File: config.mk
export PLATFORM = sky130hd
export DESIGN_NAME = ext_pipe
export DESIGN_NICKNAME = d
export VERILOG_FILES = /design/src/rtl/ext_pkg.sv /design/src/rtl/ext_core.sv /design/src/rtl/ext_pipe.sv
export SDC_FILE = /design/constraint.sdc
export NUM_CORES = 1
export LEC_CHECK = 0
export BUFFER_PORTS_ARGS = -buffer_cell sky130_fd_sc_hd__buf_2
export CAP_MARGIN = 15
export CORE_MARGIN = 5
export CORE_UTILIZATION = 30
export CTS_CLUSTER_SIZE = 20
export DETAILED_ROUTE_END_ITERATION = 12
export PLACE_DENSITY = 0.62
export SLEW_MARGIN = 15
export SYNTH_ARGS = -nofsm -noshare
export SYNTH_HDL_FRONTEND = slang
export SYNTH_HIERARCHICAL = 1
export SYNTH_SLANG_ARGS = --single-unit
export TNS_END_PERCENT = 1
File: constraint.sdc
create_clock -name clk -period 1.5 [get_ports clk]
set_input_delay 0.3 -clock clk [delete_from_list [all_inputs] [get_ports clk]]
set_output_delay 0.3 -clock clk [all_outputs]
set_load 0.03 [all_outputs]
File: src/rtl/ext_pkg.sv
// ext_pkg: mode encodings and illegal-mode predicate shared by ext_core/ext_pipe; EXT_PC_EN adds the J mode.
// Latency: n/a (definitions only).
// Backpressure: n/a.
package ext_pkg;

    localparam int MODE_W = 3;

    localparam logic [MODE_W-1:0] EXT_ZERO = 3'd0;
    localparam logic [MODE_W-1:0] EXT_SIGN = 3'd1;
    localparam logic [MODE_W-1:0] EXT_LUI  = 3'd2;
    localparam logic [MODE_W-1:0] EXT_BR   = 3'd3;
    localparam logic [MODE_W-1:0] EXT_J    = 3'd4;

    // J only exists when the PC path is built; otherwise it joins codes 5-7 as illegal.
    function automatic logic is_illegal_mode(input logic [MODE_W-1:0] mode);
`ifdef EXT_PC_EN
        return (mode > EXT_J);
`else
        return (mode > EXT_BR);
`endif
    endfunction

endpackage

File: src/rtl/ext_core.sv
// ext_core: combinational immediate extender (zero/sign/lui/branch, plus PC-relative BR and J under EXT_PC_EN).
// Latency: 0 cycles, purely combinational.
// Backpressure: none; the caller decides when the result is captured.
module ext_core
    import ext_pkg::*;
#(
    parameter int IMM_W  = 16,
    parameter int JIDX_W = 26,
    parameter int DATA_W = 32
) (
    input  logic [MODE_W-1:0] i_mode,
    input  logic [IMM_W-1:0]  i_imm,
    input  logic [JIDX_W-1:0] i_jidx,
    input  logic [DATA_W-1:0] i_pc,
    output logic [DATA_W-1:0] o_data,
    output logic              o_illegal
);

    logic [DATA_W-1:0] w_zext;
    logic [DATA_W-1:0] w_sext;
    logic [DATA_W-1:0] w_lui;
    logic [DATA_W-1:0] w_boff;
    logic [DATA_W-1:0] w_br;

    assign w_zext = {{(DATA_W-IMM_W){1'b0}}, i_imm};
    assign w_sext = {{(DATA_W-IMM_W){i_imm[IMM_W-1]}}, i_imm};
    assign w_lui  = {i_imm, {(DATA_W-IMM_W){1'b0}}};
    // Word-aligned branch offset; the two sign bits shifted out are redundant copies.
    assign w_boff = {w_sext[DATA_W-3:0], 2'b00};

`ifdef EXT_PC_EN
    logic [DATA_W-1:0] w_pc4;
    logic [DATA_W-1:0] w_j;
    logic [JIDX_W+1:0] w_pc4_low_unused;

    assign w_pc4            = i_pc + DATA_W'(4);
    assign w_br             = w_pc4 + w_boff;
    // Jump keeps the region bits of the next PC and replaces the rest with the word index.
    assign w_j              = {w_pc4[DATA_W-1:JIDX_W+2], i_jidx, 2'b00};
    assign w_pc4_low_unused = w_pc4[JIDX_W+1:0];
`else
    logic [DATA_W+JIDX_W-1:0] w_pc_jidx_unused;

    // Without the PC path a branch yields only its offset; PC and jump index are ignored.
    assign w_br             = w_boff;
    assign w_pc_jidx_unused = {i_pc, i_jidx};
`endif

    // Mode select; illegal codes fall through to zero-extension so the beat still carries data.
    always_comb begin
        o_illegal = is_illegal_mode(i_mode);
        o_data    = w_zext;
        case (i_mode)
            EXT_SIGN: o_data = w_sext;
            EXT_LUI:  o_data = w_lui;
            EXT_BR:   o_data = w_br;
`ifdef EXT_PC_EN
            EXT_J:    o_data = w_j;
`endif
            default:  o_data = w_zext;
        endcase
    end

endmodule

File: src/rtl/ext_pipe.sv
// ext_pipe: registered immediate-extension stage with skid buffer, flush and sticky illegal-mode flag; EXT_PC_EN enables PC-relative BR/J.
// Latency: accept at edge N -> result on out_data during cycle N+1; one beat per cycle while out_ready is high.
// Backpressure: in_ready = skid empty (registered only); a stalled output parks one more beat in the skid, two beats max.
module ext_pipe
    import ext_pkg::*;
#(
    parameter int IMM_W  = 16,
    parameter int JIDX_W = 26,
    parameter int DATA_W = 32
) (
    input  logic              clk,
    input  logic              reset,
    input  logic              in_valid,
    output logic              in_ready,
    input  logic [MODE_W-1:0] in_mode,
    input  logic [IMM_W-1:0]  in_imm,
    input  logic [JIDX_W-1:0] in_jidx,
    input  logic [DATA_W-1:0] in_pc,
    input  logic              flush,
    output logic              out_valid,
    input  logic              out_ready,
    output logic [DATA_W-1:0] out_data,
    output logic              err,
    input  logic              err_clr
);

    logic              r_out_vld;
    logic [DATA_W-1:0] r_out_dat;
    logic              r_skid_vld;
    logic [DATA_W-1:0] r_skid_dat;
    logic              r_err;

    logic [DATA_W-1:0] w_ext_dat;
    logic              w_ext_illegal;
    logic              w_accept;
    logic              w_out_free;

    // Result is computed once at the input and only moved afterwards.
    ext_core #(
        .IMM_W  (IMM_W),
        .JIDX_W (JIDX_W),
        .DATA_W (DATA_W)
    ) u_core (
        .i_mode    (in_mode),
        .i_imm     (in_imm),
        .i_jidx    (in_jidx),
        .i_pc      (in_pc),
        .o_data    (w_ext_dat),
        .o_illegal (w_ext_illegal)
    );

    assign in_ready   = ~r_skid_vld;
    assign w_accept   = in_valid & in_ready;
    // R can take a new beat when it is empty or being consumed this cycle.
    assign w_out_free = ~r_out_vld | out_ready;

    // R/S movement: refill R from S first (FIFO order), else from the input; park input in S only while R stalls.
    always_ff @(posedge clk or negedge reset) begin
        if (!reset) begin
            r_out_vld  <= 1'b0;
            r_out_dat  <= '0;
            r_skid_vld <= 1'b0;
            r_skid_dat <= '0;
        end else if (flush) begin
            r_out_vld  <= 1'b0;
            r_skid_vld <= 1'b0;
        end else if (w_out_free) begin
            if (r_skid_vld) begin
                r_out_vld  <= 1'b1;
                r_out_dat  <= r_skid_dat;
                r_skid_vld <= 1'b0;
            end else if (w_accept) begin
                r_out_vld <= 1'b1;
                r_out_dat <= w_ext_dat;
            end else begin
                r_out_vld <= 1'b0;
            end
        end else if (w_accept) begin
            r_skid_vld <= 1'b1;
            r_skid_dat <= w_ext_dat;
        end
    end

    // Sticky illegal flag: an illegal accept that survives flush sets it and beats a same-cycle clear.
    always_ff @(posedge clk or negedge reset) begin
        if (!reset) begin
            r_err <= 1'b0;
        end else if (w_accept && w_ext_illegal && !flush) begin
            r_err <= 1'b1;
        end else if (err_clr) begin
            r_err <= 1'b0;
        end
    end

    assign out_valid = r_out_vld;
    assign out_data  = r_out_dat;
    assign err       = r_err;

endmodule
; ---- After elaboration in Yosys (flattened, before gate mapping)
; Cells that the tools add are included.
[op_classes]
n_bitwise = 6
eq_ne = 3
n_reduce_logical = 9
add_sub_neg = 0
mul = 0
mux = 12
div_mod_pow = 0
shifts = 0
order_cmp = 1
[ops]
columns = operator, count
row1 = one-hot mux 32 bit (3 select lines), 1
row2 = 2-to-1 mux 32 bit, 2
row3 = 2-to-1 mux 1 bit, 9
row4 = == test 3 x 2 -> 1 bit (second input constant), 2
row5 = AND reduction 3 bit, 2
row6 = nonzero test 2 bit, 3
row7 = inverter 1 bit, 4
row8 = == test 3 x 1 -> 1 bit (second input constant), 1
row9 = greater-than comparator 3 x 2 -> 1 bit (second input constant), 1
row10 = nonzero test 3 bit, 1
row11 = logical AND 1 bit, 2
row12 = AND 1 bit, 1
row13 = logical NOT 1 bit, 1
row14 = OR 1 bit, 1
[word_totals]
inputBits = 83
regBits = 67
n_memories = 0
latchBits = 0
ramBits = 0
output_inout_bits = 35
rom_bits = 0
wordCells = 36

; ---- Longest topological paths before layout
; Gate-level depths: netlist (run 1).
[logic_depth]
word_depth = 6
ltp_mapped = 7

; ---- Cells and area by module
; The synthesis (run 1) kept the hierarchy.
[by_module_without_submodules]
columns = module, seq_area_each_um2, cells_per_inst, area_per_inst_um2, n_inst
row1 = ext_pipe, 1676.6, 185, 3039.2, 1
row2 = ext_core, 0.0, 90, 564.3, 1

; ---- Least setup slack after synthesis (run 1)
; OpenSTA, ideal clock, no wires.
[synth_timing]
path_kind = reg2reg
from = register r_out_vld, in the netlist out_valid
to = register r_out_dat[0], in the netlist out_data[0]
required_time_ps = 1375
arrival_ps = 1459
setup_time_ps = 125
period_less_slack_ps = 1584
stages_incl_launch_ff = 5
setup_slack_ps = -84
cell_sequence = dfrtp_1 nor2b_1 nor3_4 buf_4 mux2_2
[synth_via]
elab_chain_len = 3
[synth_lines]
columns = item, line
row1 = "start, declared", ext_pipe.sv:27  ; logic r_out_vld;
row2 = "start signal, assigned", ext_pipe.sv:60  ; r_out_vld <= 1'b0;
row3 = "start signal, assigned", ext_pipe.sv:65  ; r_out_vld <= 1'b0;
row4 = "start signal, assigned", ext_pipe.sv:69  ; r_out_vld <= 1'b1;
row5 = inverter 1 bit, ext_pipe.sv:55  ; assign w_out_free = ~r_out_vld | out_ready;
row6 = OR 1 bit, ext_pipe.sv:55
row7 = AND reduction 3 bit (no line), n/a
row8 = "end signal, assigned", ext_pipe.sv:70  ; r_out_dat <= r_skid_dat;
row9 = "end signal, assigned", ext_pipe.sv:74  ; r_out_dat <= w_ext_dat;
row10 = "end, declared", ext_pipe.sv:28  ; logic [DATA_W-1:0] r_out_dat;
; No other way between the ends.
; A chain may end at the register's enable or synchronous reset.

; ---- Final worst setup path (run 1)
[layout_timing]
from = register r_out_vld, in the netlist out_valid
to = register r_out_dat[14], in the netlist out_data[14]
; The elaborated chain is that of the path after synthesis.

==> summary.txt, run 1 <==
Status - finished with violations
Failing checks - negative hold slack
Maximum vdd ir drop - 0.491 mV
Final WL - 8.51 mm
Clock root cell - clkbuf_16
Htree depth - 3
Commonest non-fill, non-tap cell in the layout - mux2_2
Final setup violation count - 0
Buffers from clock root to sink, at most - 2
Nets@finish - 428
Via-per-instance ratio - 4.70
Max-slew violation count - 0
Die W - 120 µm
Post-layout util - 38.1%
Die height - 120 µm
Iter 0 DRT Violations - 85
Core Footprint - 11900 µm²
I/O Pins - 118
GRT Total Usage - 11.8%
Sequential cell area - 1680 µm²
Fin crit share - 99.2%
Min Hold Slack - -0.00915 ns
Avg Cell Area, Syn - 13.1 µm²
Grt ovf - 0
Total Power - 5730 µW
Initial antenna violation count - 2
Min cycle time layout - 1.49 ns
Worst-Margin Slew - 0.382 ns
Fraction of layout cells with a size suffix above 1 - 56.7%
P_leak - 0.00224 µW
Pre-antenna DRT Iters - 4
Skew-Pair Late Insertion Delay - 0.32 ns
Dpl hpwl - 5.57 mm
Worst endpoint data arrival time - 1.69 ns
Port Buffers - 59
Cell Pwr Density - 1260 nW/µm²
CTS Buf Count - 9
Layout area overhead - 25.9%
Row cnt - 40
Most frequent cells in the layout - mux2_2 (66), dfrtp_1 (65), buf_2 (58), mux2_4 (30)
Ys Warns - 6
Worst hold path class - input pin to async pin
Post-route DRC - 0
Clock skew - 0.00506 ns
First-pass GRT wire length - 13.3 mm
Post-route ant nets - 0
Crit path required time - 1.70 ns
Crit Path Category - flip-flop to flip-flop
Post-Synthesis Cells - 275
Post-route cell area - 4540 µm²
Initial Util - 30.3%
Maxcap violations - 0
Peak Freq - 672 MHz
Largest net degree at the start of global routing - 68
Synth Register Bits - 67
Clock sinks - 67
Vias - 2341
DIE AREA - 14300 µm²
Multi-input combinational cell area - 1710 µm²
Critical path fanouts, max - 8
Clock transition at the registers of the reported paths - 0.05 ns
Placement Cell Area - 4130 µm²
Filler instances - 1172
Vias in the first global route - 2487
Sequential-to-total area share from yosys stat - 46.5%
RSZ-0062 raised after global routing - yes
GP Congestion - 0.736
Worst Setup End Kind - flip-flop
Syn Nets - 358
Synth unique cells - 24
Startpoint Class - flip-flop
Hold-fix buffers, CTS - 0
Final hold vios - 5
Synthesized area - 3600 µm²
CTS tree - done
Routed len/inst - 17.1 µm
Slew HR - 74.5%
[critical path, cell delays in order, from the launching register on]
cell	delay [ns]
dfrtp_2	0.40
nor2b_4	0.14
nor3_4	0.16
buf_4	0.17
clkbuf_16	0.16
mux2_2	0.33
[final timing paths]
| check | from | to | slack [ns] | depth (start not counted) |
|---|---|---|---|---|
| max | out_valid | out_data[14] | 0.01 | 5 |
| min | reset | out_valid | -0.009 | 2 |
| max reg2reg | out_valid | out_data[14] | 0.01 | 5 |
| min reg2reg | r_skid_dat[0] | r_skid_dat[0] | 0.50 | 1 |
| max in group asynchronous | reset | out_data[22] | 1.19 | 2 |
| min in group clk | err_clr | err | 0.18 | 2 |
[cell usage after synthesis (all sizes together)]
cell | count | share of area, %
clkbuf | 5 | 0.52
nand2 | 17 | 1.8
inv | 16 | 1.7
nand2b | 1 | 0.17
o21ai | 1 | 0.14
a211oi | 1 | 0.21
buf | 16 | 4.1
nand3b | 14 | 2.9
nor3b | 1 | 0.52
nor2b | 4 | 0.90
nor3 | 3 | 0.73
mux2 | 96 | 33
a21oi | 16 | 2.2
nor2 | 2 | 0.28
mux2i | 15 | 4.2
dfrtp | 67 | 47
[area by class of cell]
cell class,instances,area share (%)
multi-input combinational,171,37.7
sequential,67,37.0
timing repair buffer,80,13.3
clock buffer,13,5.74
tap,147,4.05
inverter,16,1.32
clock inverter,2,0.772
antenna,2,0.110
[registers in the layout (all words and copies together) (netlist names)]
| name | cells |
|---|---|
| r_skid_dat | 32 |
| out_valid | 1 |
| err | 1 |
| r_skid_vld | 1 |
| out_data | 32 |
[kinds of logic (layout without fill, tap and decap cells)]
kind of cell	after synthesis	after routing	synth area share, %
and+or+nand+nor	42	42	7.36
AOI/OAI and AO/OA	18	18	2.57
muxes	111	111	37.3
buffers and inverters	37	111	6.25
DFF	67	67	46.5
other	0	2	0
[through the flow]
step	hold slack (ns)	setup TNS [ns]	std cells	worst slack [ns]
CTS	0.0135	-0.139	491	-0.0145
finish	-0.00915	0	498	0.0123
global placement	0.364	-0.785	475	-0.0839
floorplan	0.00441	-1.00	275	-0.0314
global route	0.0263	-1.14	497	-0.0457
detailed placement	0.359	-1.43	475	-0.148
[metal layers]
layer	routed length (µm)	track usage (%)
met1	3740	14.4
met4	129	3.65
met5	19	0
met3	509	4.85
met2	4110	19.1
[power breakdown]
| part | switching [µW] | total, µW | internal (µW) |
|---|---|---|---|
| sequential | 163 | 2300 | 2140 |
| combinational | 691 | 1340 | 646 |
| clock | 725 | 2090 | 1370 |
| total | 1580 | 5730 | 4150 |
[timing repair]
action                     4_1_cts  5_1_grt
cloned                           1        2
resized for setup                3        3
setup endpoints to repair        2       42
setup buffers                    0        3
pin swaps                        0        1
Power figures use the tool's default switching activity.
==> run 2, diff against run 1 <==
==> constraint.sdc (replaced) <==
create_clock -name clk -period 1.5 [get_ports clk]
set_input_delay 0.225 -clock clk [delete_from_list [all_inputs] [get_ports clk]]
set_output_delay 0.225 -clock clk [all_outputs]
set_load 0.03 [all_outputs]
==> summary.txt, run 2 (synthesized netlist as in run 1, its figures left out) <==
Fraction of layout cells with a size suffix above 1 - 57.1%
Port Buffers - 59
Post-route DRC - 0
Clock skew - 0.00410 ns
Min cycle time layout - 1.49 ns
Crit Path Category - flip-flop to flip-flop
Nets@finish - 431
Clock transition at the registers of the reported paths - 0.05 ns
CTS Buf Count - 9
Maxcap violations - 0
Worst r2r src - r_skid_vld
Row cnt - 40
Initial antenna violation count - 1
Routed len/inst - 17.1 µm
Status - finished, final reports clean
Post-route cell area - 4530 µm²
First-pass GRT wire length - 13.0 mm
Core Footprint - 11900 µm²
Htree depth - 3
I/O Pins - 118
Clock root cell - clkbuf_16
Final setup violation count - 0
Filler instances - 1156
Crit path from - r_skid_vld
Vias - 2343
Largest net degree at the start of global routing - 35
Startpoint Class - flip-flop
Buffers from clock root to sink, at most - 2
Total Power - 5610 µW
Final hold vios - 0
Post-route ant nets - 0
Grt ovf - 0
GP Congestion - 0.726
Die W - 120 µm
Skew-Pair Late Insertion Delay - 0.33 ns
GRT Total Usage - 11.7%
Max-slew violation count - 0
Dpl hpwl - 5.53 mm
Fin crit share - 99.4%
Most frequent cells in the layout - mux2_2 (66), dfrtp_1 (65), buf_2 (58), mux2_4 (30)
Slew HR - 70.6%
Die height - 120 µm
DIE AREA - 14300 µm²
RSZ-0062 raised after global routing - yes
Placement Cell Area - 4100 µm²
Initial Util - 30.3%
Critical path fanouts, max - 8
HP Start - err_clr
Pre-antenna DRT Iters - 4
Layout area overhead - 25.8%
Maximum vdd ir drop - 0.476 mV
Iter 0 DRT Violations - 99
Cell Pwr Density - 1240 nW/µm²
CTS tree - done
Peak Freq - 671 MHz
Reg-to-reg setup timing slack - 0.009 ns
Clock sinks - 67
Crit path required time - 1.71 ns
Worst-Margin Slew - 0.441 ns
Final WL - 8.56 mm
Worst r2r path cells - 5
Worst hold path class - input pin to flip-flop
Worst Setup End Kind - flip-flop
Via-per-instance ratio - 4.69
Commonest non-fill, non-tap cell in the layout - mux2_2
P_leak - 0.00225 µW
Worst endpoint data arrival time - 1.71 ns
Hold path depth - 2
Vias in the first global route - 2470
## run 2: changes by cell type in the layout (fill, tap and decap cells not counted)
cell           previous run  this run
buf_12                    8         5
buf_4                    10        12
buf_6                     1         3
bufinv_16                 1         0
clkbuf_1                  2         1
clkbuf_16                10        11
clkbuf_8                  2         3
clkinv_2                  1         2
diode_2                   2         1
dlygate4sd3_1             0         1
## run 2: cell type report
cell class	instances	area [µm²]	share of cell area [%]
Clock inverter	2	10.0	0.221
Sequential cell	67	1680	37.1
Inverter	16	60.1	1.33
Antenna cell	1	2.50	0.0552
Clock buffer	13	270	5.96
Tap cell	147	184	4.06
Timing Repair Buffer	83	617	13.6
Multi-Input combinational cell	171	1710	37.7
## run 2: path summary, 6_finish.rpt
kind,to
max,out_data[20]
min reg2reg,out_data[0]
max in group asynchronous,out_valid
min in group asynchronous,r_skid_dat[18]
max reg2reg,out_data[20]
min,err
## run 2: critical path, stage by stage, from the launching register on
cell,delay (ns)
dfrtp_2,0.41
nor2_2,0.08
nor3_4,0.23
buf_6,0.16
clkbuf_16,0.16
mux2_2,0.33
## run 2: report_power, final
part	switching [µW]	internal, µW
sequential	162	2140
clock	723	1240
combinational	695	653
## run 2: per-layer routing
layer / track usage [%] / routed length [µm] / up-vias
met4: 4.08 / 128 / 2
met5: 0 / 19 / -
met3: 4.48 / 367 / 13
li1: - / - / 1101
met2: 19.1 / 4110 / 36
met1: 14.1 / 3930 / 1191
## run 2: metrics by stage
step | utilization [%] | std cells | setup TNS, ns | worst slack, ns | hold WS, ns
2_1_floorplan | - | 275 | -0.939 | -0.0313 | -0.0706
3_3_place_gp | 34.4 | 475 | -0.0120 | -0.0120 | 0.304
3_5_place_dp | 34.4 | 475 | -0.00331 | -0.00331 | 0.313
4_1_cts | 37.1 | 492 | 0 | 0.00174 | 0.0735
5_1_grt | 38.0 | 499 | -0.481 | -0.0311 | 0.112
6_report | 38.0 | 500 | 0 | 0.00944 | 0.0858
## run 2: repair_timing
item,CTS,global route
hold buffers,1,0
gates resized for setup,3,5
setup endpoints to repair,1,63
pin swaps,0,1
cloned,1,3
endpoints found under the hold margin,67,0
setup buffers,0,4
